### src/rtl/fp_pkg.sv
// Shared FP16 definitions for the issue sequencer: op encodings, field
// widths and the issue FSM state type.
package fp_pkg;

   localparam logic [1:0] FP_ADD = 2'b00;
   localparam logic [1:0] FP_SUB = 2'b01;
   localparam logic [1:0] FP_MUL = 2'b10;
   localparam logic [1:0] FP_DIV = 2'b11;

   localparam int unsigned FP_SIGN_W = 1;
   localparam int unsigned FP_EXP_W  = 5;
   localparam int unsigned FP_MANT_W = 10;

   localparam logic [FP_EXP_W-1:0] FP_EXP_ONES = 5'h1F;

   typedef enum logic [1:0] {
      ST_IDLE,
      ST_WAIT,
      ST_DONE
   } issue_state_e;

endpackage

### src/rtl/fp16_classify.sv
// Combinational FP16 classifier: NaN, infinity and signed-zero detection.
module fp16_classify
   import fp_pkg::*;
(
   input  logic [15:0] val,
   output logic        is_nan,
   output logic        is_inf,
   output logic        is_zero
);

   logic [FP_EXP_W-1:0]  exp_f;
   logic [FP_MANT_W-1:0] mant_f;

   assign exp_f   = val[14:10];
   assign mant_f  = val[9:0];
   assign is_nan  = (exp_f == FP_EXP_ONES) && (mant_f != '0);
   assign is_inf  = (exp_f == FP_EXP_ONES) && (mant_f == '0);
   assign is_zero = (val[14:0] == '0);

endmodule

### src/rtl/fp_issue_ctrl.sv
// Sequencer in front of the floatingPoint unit: holds one op at the unit's
// inputs, waits its fixed latency, then returns the result with flags.
module fp_issue_ctrl
   import fp_pkg::*;
#(
   parameter int unsigned LAT_ADD = 3,
   parameter int unsigned LAT_SUB = 3,
   parameter int unsigned LAT_MUL = 3,
   parameter int unsigned LAT_DIV = 6
) (
   input  logic        clk,
   input  logic        areset,
   input  logic        cmd_valid,
   output logic        cmd_ready,
   input  logic [15:0] cmd_a,
   input  logic [15:0] cmd_b,
   input  logic [1:0]  cmd_op,
   output logic [15:0] fp_a,
   output logic [15:0] fp_b,
   output logic [1:0]  fp_sel,
   input  logic [15:0] fp_result,
   output logic        rsp_valid,
   input  logic        rsp_ready,
   output logic [15:0] rsp_data,
   output logic        rsp_nan,
   output logic        rsp_dz,
   output logic        busy
);

   issue_state_e state_q, state_d;
   logic [3:0]   cnt_q, cnt_d;
   logic [15:0]  fp_a_q, fp_a_d, fp_b_q, fp_b_d;
   logic [1:0]   fp_sel_q, fp_sel_d;
   logic         rsp_valid_q, rsp_valid_d;
   logic [15:0]  rsp_data_q, rsp_data_d;
   logic         rsp_nan_q, rsp_nan_d;
   logic         rsp_dz_q, rsp_dz_d;
   logic [3:0]   lat_sel;

   logic res_nan, res_inf_unused, res_zero_unused;
   logic b_nan_unused, b_inf_unused, b_zero;

   fp16_classify u_res_class (
      .val     (fp_result),
      .is_nan  (res_nan),
      .is_inf  (res_inf_unused),
      .is_zero (res_zero_unused)
   );

   fp16_classify u_b_class (
      .val     (cmd_b),
      .is_nan  (b_nan_unused),
      .is_inf  (b_inf_unused),
      .is_zero (b_zero)
   );

   always_comb begin
      case (cmd_op)
         FP_ADD:  lat_sel = 4'(LAT_ADD);
         FP_SUB:  lat_sel = 4'(LAT_SUB);
         FP_MUL:  lat_sel = 4'(LAT_MUL);
         default: lat_sel = 4'(LAT_DIV);
      endcase
   end

   always_comb begin
      state_d     = state_q;
      cnt_d       = cnt_q;
      fp_a_d      = fp_a_q;
      fp_b_d      = fp_b_q;
      fp_sel_d    = fp_sel_q;
      rsp_valid_d = rsp_valid_q;
      rsp_data_d  = rsp_data_q;
      rsp_nan_d   = rsp_nan_q;
      rsp_dz_d    = rsp_dz_q;
      case (state_q)
         ST_IDLE: begin
            if (cmd_valid) begin
               fp_a_d   = cmd_a;
               fp_b_d   = cmd_b;
               fp_sel_d = cmd_op;
               rsp_dz_d = (cmd_op == FP_DIV) && b_zero;
               cnt_d    = lat_sel;
               state_d  = ST_WAIT;
            end
         end
         ST_WAIT: begin
            // Counter reaching zero marks LAT edges since accept; capture on the next one.
            if (cnt_q == '0) begin
               rsp_data_d  = fp_result;
               rsp_nan_d   = res_nan;
               rsp_valid_d = 1'b1;
               state_d     = ST_DONE;
            end else begin
               cnt_d = cnt_q - 4'd1;
            end
         end
         ST_DONE: begin
            if (rsp_ready) begin
               rsp_valid_d = 1'b0;
               state_d     = ST_IDLE;
            end
         end
         default: state_d = ST_IDLE;
      endcase
   end

   always_ff @(posedge clk or negedge areset) begin
      if (!areset) begin
         state_q     <= ST_IDLE;
         cnt_q       <= '0;
         fp_a_q      <= '0;
         fp_b_q      <= '0;
         fp_sel_q    <= '0;
         rsp_valid_q <= 1'b0;
         rsp_data_q  <= '0;
         rsp_nan_q   <= 1'b0;
         rsp_dz_q    <= 1'b0;
      end else begin
         state_q     <= state_d;
         cnt_q       <= cnt_d;
         fp_a_q      <= fp_a_d;
         fp_b_q      <= fp_b_d;
         fp_sel_q    <= fp_sel_d;
         rsp_valid_q <= rsp_valid_d;
         rsp_data_q  <= rsp_data_d;
         rsp_nan_q   <= rsp_nan_d;
         rsp_dz_q    <= rsp_dz_d;
      end
   end

   assign cmd_ready = (state_q == ST_IDLE);
   assign busy      = (state_q != ST_IDLE);
   assign fp_a      = fp_a_q;
   assign fp_b      = fp_b_q;
   assign fp_sel    = fp_sel_q;
   assign rsp_valid = rsp_valid_q;
   assign rsp_data  = rsp_data_q;
   assign rsp_nan   = rsp_nan_q;
   assign rsp_dz    = rsp_dz_q;

endmodule
### config.mk
export PLATFORM = sky130hd
export DESIGN_NAME = fp_issue_ctrl
export DESIGN_NICKNAME = d
export VERILOG_FILES = /design/src/rtl/fp_pkg.sv /design/src/rtl/fp16_classify.sv /design/src/rtl/fp_issue_ctrl.sv
export SDC_FILE = /design/constraint.sdc
export NUM_CORES = 1
export LEC_CHECK = 0
export CAP_MARGIN = 40
export CORE_ASPECT_RATIO = 0.5
export CORE_MARGIN = 1
export CORE_UTILIZATION = 40
export CTS_CLUSTER_DIAMETER = 50
export CTS_CLUSTER_SIZE = 16
export DETAILED_ROUTE_END_ITERATION = 7
export GPL_ROUTABILITY_DRIVEN = 0
export HOLD_SLACK_MARGIN = 0.02
export PLACE_DENSITY = 0.84
export SYNTH_ARGS = -nofsm -noshare
export SYNTH_HDL_FRONTEND = slang
export SYNTH_SLANG_ARGS = --single-unit
### constraint.sdc
create_clock -name clk -period 2.1 [get_ports clk]
set_clock_uncertainty 0.2 [all_clocks]
set_input_delay 0.42 -clock clk [delete_from_list [all_inputs] [get_ports clk]]
set_output_delay 0.42 -clock clk [all_outputs]
set_load 0.01 [all_outputs]
# Yosys cells after proc, flatten, opt, wreduce, memory -nomap -nowiden
# Cells that the tools add are included.
[word_totals] output_inout_bits=55 ram_bits=0 mem_count=0 regBits=59 latchBits=0 word_cells=47 mem_bits_ro=0
[op_classes] bitwise_logic=0 muxes=11 n_lt_le_gt_ge=0 addsub=1 shift=0 reduce_logical=16 n_div=0 n_mul=0 eq_ne=10
[ops] cell="$logic_not A15 Y1" count=1
[ops] cell="$reduce_bool A10 Y1" count=1
[ops] cell="$reduce_and A3 Y1" count=3
[ops] cell="$mux W4" count=2
[ops] cell="$ne A2 B2 Y1 const B" count=4
[ops] cell="$pmux W4 S2" count=1
[ops] cell="$eq A2 B2 Y1 const B" count=3
[ops] cell="$mux W2" count=3
[ops] cell="$pmux W2 S3" count=1
[ops] cell="$reduce_bool A2 Y1" count=3
[ops] cell="$eq A5 B5 Y1 const B" count=1
[ops] cell="$eq A2 B1 Y1 const B" count=2
[ops] cell="$logic_not A2 Y1" count=2
[ops] cell="$logic_not A4 Y1" count=1
[ops] cell="$reduce_and A2 Y1" count=2
[ops] cell="$sub A4 B1 Y4 const B" count=1
[ops] cell="$mux W3" count=1
[ops] cell="$reduce_or A3 Y1" count=1
[ops] cell="$logic_and A1 B1 Y1" count=2
[ops] cell="$mux W1" count=2
[ops] cell="$pmux W1 S2" count=1

# Logic depth before layout (Yosys ltp)
[logic_depth] ltp_word=5 depth_mapped=6 depth_no_buf=5

# By module
# Synthesis repeated with hierarchy kept, for this count alone.
[unflattened] cells_unflattened=173 hier_area_um2=2496.1
[by_module_without_submodules] module="fp_issue_ctrl" seq_area_each_um2=1476.4 area_each_um2=2373.5 cells_per_inst=153 instances=1
[by_module_without_submodules] module="fp16_classify" seq_area_each_um2=0.0 area_each_um2=61.3 cells_per_inst=10 instances=2

# Worst setup path after synthesis
# Ideal clock, no wire load.
[synth_path] kind="reg-to-reg" start="register cnt_q[0]" end="register rsp_data_q[10], in the netlist rsp_data[10]" setup_time_ns=0.125 slack_ns=0.202 arrival_time_ns=1.574 stages_incl_launch_ff=7 path_cell_list="dfrtp_1 -> inv_1 -> ha_1 -> nor3b_2 -> nand2_2 -> buf_2 -> mux2_2"
[synth_between] elab_chain_cells=2
[synth_lines] element="start: declaration" line="fp_issue_ctrl.sv:31" source="logic [3:0] cnt_q, cnt_d;"
[synth_lines] element="start signal: assignment" line="fp_issue_ctrl.sv:121" source="cnt_q <= cnt_d;"
[synth_lines] element="$logic_not A4 Y1" line="fp_issue_ctrl.sv:89" source="if (cnt_q == '0) begin"
[synth_lines] element="$reduce_and A2 Y1 (no line)"
[synth_lines] element="end signal: assignment" line="fp_issue_ctrl.sv:126" source="rsp_data_q <= rsp_data_d;"
[synth_lines] element="end: declaration" line="fp_issue_ctrl.sv:35" source="logic [15:0] rsp_data_q, rsp_data_d;"
# Every way passes these cells.
# A chain may end at the register's enable or synchronous reset.

# Final worst setup path
[layout_path] start="register cnt_q[0]" end="register rsp_data_q[13], in the netlist rsp_data[13]"
# Same word-level chain as after synthesis.

==> impl_metrics.csv <==
group,metric,value,unit
synth,yosysWarningCount,0,
power,power_frac_seq,32.8,%
worst_hold_path,hp-start,"fp_a[1]",
critical_path,worstReg2RegStart,"cnt_q[0]",
global_routing,grt_pass1_wl,10600,um
cells_and_area,drive_gt1_share,26.9,%
sta,fin_hold_ws,0.302,ns
drt,wirelength,6640,um
status,violations,"design-rule violations",
clock_tree,cts_root_buffer,"clkbuf_16",
global_routing,track_usage,22.8,%
synth,syn_avg_cell_area,14.7,um^2
synth,syn_inst,162,
synth,synth_edf_count,0,
power,swShare,29.7,%
place,place_inst,346,
clock_tree,clk_latency,0.32,ns
synth,synth_ff_type,"dfrtp_1",
power,peakVddDrop,0.000753,V
cells_and_area,instances_no_fill,363,
power,p_sw,0.00185,W
sta,timing.final.ws_setup,0.137,ns
synth,synthTopCellsByCount,"dfrtp_1 (59), mux2_2 (51)",
critical_path,crit_chain,"inv_1, ha_1, nor3b_4, nand2_4, mux2_2",
clock_tree,cts_tree,"yes",
floorplan,rows,19,
power,p_clk_share,24.2,%
power,leakage,1.65,nW
critical_path,worstPathRequired,2.10,ns
sta,worst_slew_pin_slew,0.424,ns
synth,ys_ff_latch,59,
drt,via_count,1821,
synth,synth_top_area_share,61.8,%
worst_hold_path,worstHoldEndpoint,"fp_a[1]",
floorplan,core_area,5610,um^2
critical_path,reg2regPathDepth,5,
drt,drtIter0Drc,62,
synth,synthTopCellsByArea,"dfrtp_1 (62%), mux2_2 (24%), or4_1 (1.3%)",
drt,antenna_left,0,
sta,rsz0062_at_grt,"no",
drt,drc,2,
place,post-place-ws,-0.103,ns
sta,setup-violations-final,0,
critical_path,r2r_setup_slack,0.14,ns
floorplan,dieHeight,56.6,um
critical_path,critPathMaxFanout,18,
power,p_int,0.00438,W
place,placed_area,3590,um^2
critical_path,crit_type,"reg2reg",
floorplan,dieArea,6300,um^2
cells_and_area,num-fill-cells,375,
cells_and_area,antenna_cells,0,
synth,syn-cell-area,2390,um^2
status,status,"finished, violations left",
power,pwr-share-comb,43.0,%
place,io_buffers,108,
critical_path,worstSetupStartpointType,"flop",
clock_tree,htree_levels,3,
critical_path,slowest_stage,"dfrtp_1",
global_routing,antenna_found_initial,0,
sta,fmax,509,MHz
drt,firstDrtPassIters,6,
clock_tree,clockBufferDepth,2,
synth,synthArstFlopShare,100,%
critical_path,critPathCaptureType,"flop",
synth,yosysMostFrequentCell,"dfrtp_1",
drt,drt-vias-per-instance,5.02,
drt,avgRoutedWirePerCell,18.3,um
clock_tree,path_clk_slew,0.05,ns
global_routing,grt_start_max_net_pins,60,
place,dp_hpwl,4510,um
critical_path,r2r-end,"rsp_data[13]",
synth,yosys.area.top_type,"dfrtp_1",
clock_tree,cts_sinks,59,
sta,relSlewSlack,71.5,%
floorplan,die_x,111,um
critical_path,crit_arrival,1.96,ns
worst_hold_path,hold_depth,1,
sta,drv_slew,0,
clock_tree,numCtsBuffers,9,
sta,setup_tns,0,ns
cells_and_area,final_area,3930,um^2
worst_hold_path,holdCritPathClass,"reg2reg",
job,cap_viol_max_count,0,
global_routing,gr-total-overflow,0,
floorplan,start_util,42.6,%
synth,ys_types,30,
cells_and_area,syn_to_final_growth,64.4,%
sta,finalHoldViolations,0,
critical_path,critical_path.max_stage_delay,0.41,ns
synth,seq_area_frac_synth,61.8,%
sta,period_share,93.5,%
sta,layout_min_cycle_time,1.96,ns
power,powerDensity,1590,nW/um^2
global_routing,grt_pass1_vias,2053,
synth,syn_nets,217,
cells_and_area,final_nets,340,
floorplan,pin_count,109,
[kinds of logic (layout without fill, tap and decap cells)]
family,Yosys count,count (layout),share of synthesized area (%)
adders and majority gates,1,1,0.524
muxes,53,53,24.9
and+or+nand+nor,27,27,7.18
AOI/OAI and AO/OA,12,12,3.20
buffers and inverters,10,138,2.41
DFF,59,59,61.8
[worst max-delay path by stage]
stage / from / end / slack, ns / cells past startpoint
floorplan: cnt_q[0] / rsp_data[10] / 0.20 / 6
global placement: cmd_valid / fp_b[11] / -0.08 / 4
detailed placement: cmd_valid / fp_a[3] / -0.10 / 4
CTS: state_q[0] / busy / 0.0004 / 2
global route: cnt_q[0] / rsp_data[13] / 0.05 / 5
finish: cnt_q[0] / rsp_data[13] / 0.14 / 5
[state kept, by name, summed over array words and instances (netlist names)]
name,flops
cnt_q,4
fp_b,16
fp_sel,2
rsp_valid,1
state_q,2
rsp_nan,1
rsp_data,16
fp_a,16
rsp_dz,1
[repair_timing]
action	CTS	global route
hold buffers	1	0
setup endpoints to repair	17	18
resized for setup	2	2
pin swaps	0	0
endpoints found under the hold margin	59	0
setup buffers	0	0
[per-stage QoR]
stage	utilization (%)	power, W
after CTS	69.8	0.00626
after floorplan	-	0.00318
after detailed placement	64.1	0.00466
after global placement	64.1	0.00453
final	70.0	0.00623
after global routing	70.0	0.00652
[layer usage]
layer	wire length, um	vias to the layer above	GRT usage [%]
met5	0	-	0
met4	231	0	11.6
met3	222	25	7.24
met2	3630	49	41.4
met1	2560	913	24.4
li1	-	834	-
[final cells by class]
| type | count | area, um^2 | share of cell area (%) |
|---|---|---|---|
| clock inverter | 5 | 77.6 | 1.98 |
| timing repair buffer | 118 | 1170 | 29.7 |
| inverter | 4 | 15.0 | 0.382 |
| multi-input combinational | 93 | 866 | 22.1 |
| clock buffer | 11 | 233 | 5.93 |
| sequential | 59 | 1480 | 37.6 |
| tap | 73 | 91.3 | 2.33 |
[critical path: cells and delay by family (launching register included)]
family / cells / cell delay [ns]
simple gates: 2 / 0.62
flops: 1 / 0.41
mux: 1 / 0.34
fa+ha+maj: 1 / 0.20
buf+inv: 1 / 0.07
[power groups by stage]
stage / registers [W] / clock network [W] / logic, W
final: 0.00205 / 0.00151 / 0.00268
after global routing: 0.00211 / 0.00158 / 0.00283
after CTS: 0.00203 / 0.00153 / 0.00270
after detailed placement: 0.00203 / 0 / 0.00263
after global placement: 0.00199 / 0 / 0.00254
after floorplan: 0.00224 / 0 / 0.000943
[layout by cell type, fill, tap and decap left out, types with 2 or more instances in the layout]
cell type and instances:
a21oi_1 4, and2_1 2, buf_4 8, bufinv_16 2
clkbuf_1 2, clkbuf_16 9, clkdlybuf4s50_1 105, clkinv_2 2
dfrtp_1 59, inv_1 4, mux2_2 51, mux2i_1 2
nand2_1 3, nand2b_1 2, nand4_1 2, nor2_1 2
nor4_1 4, o21ai_0 2, or4_1 4
(Power assumes the default switching activity.)
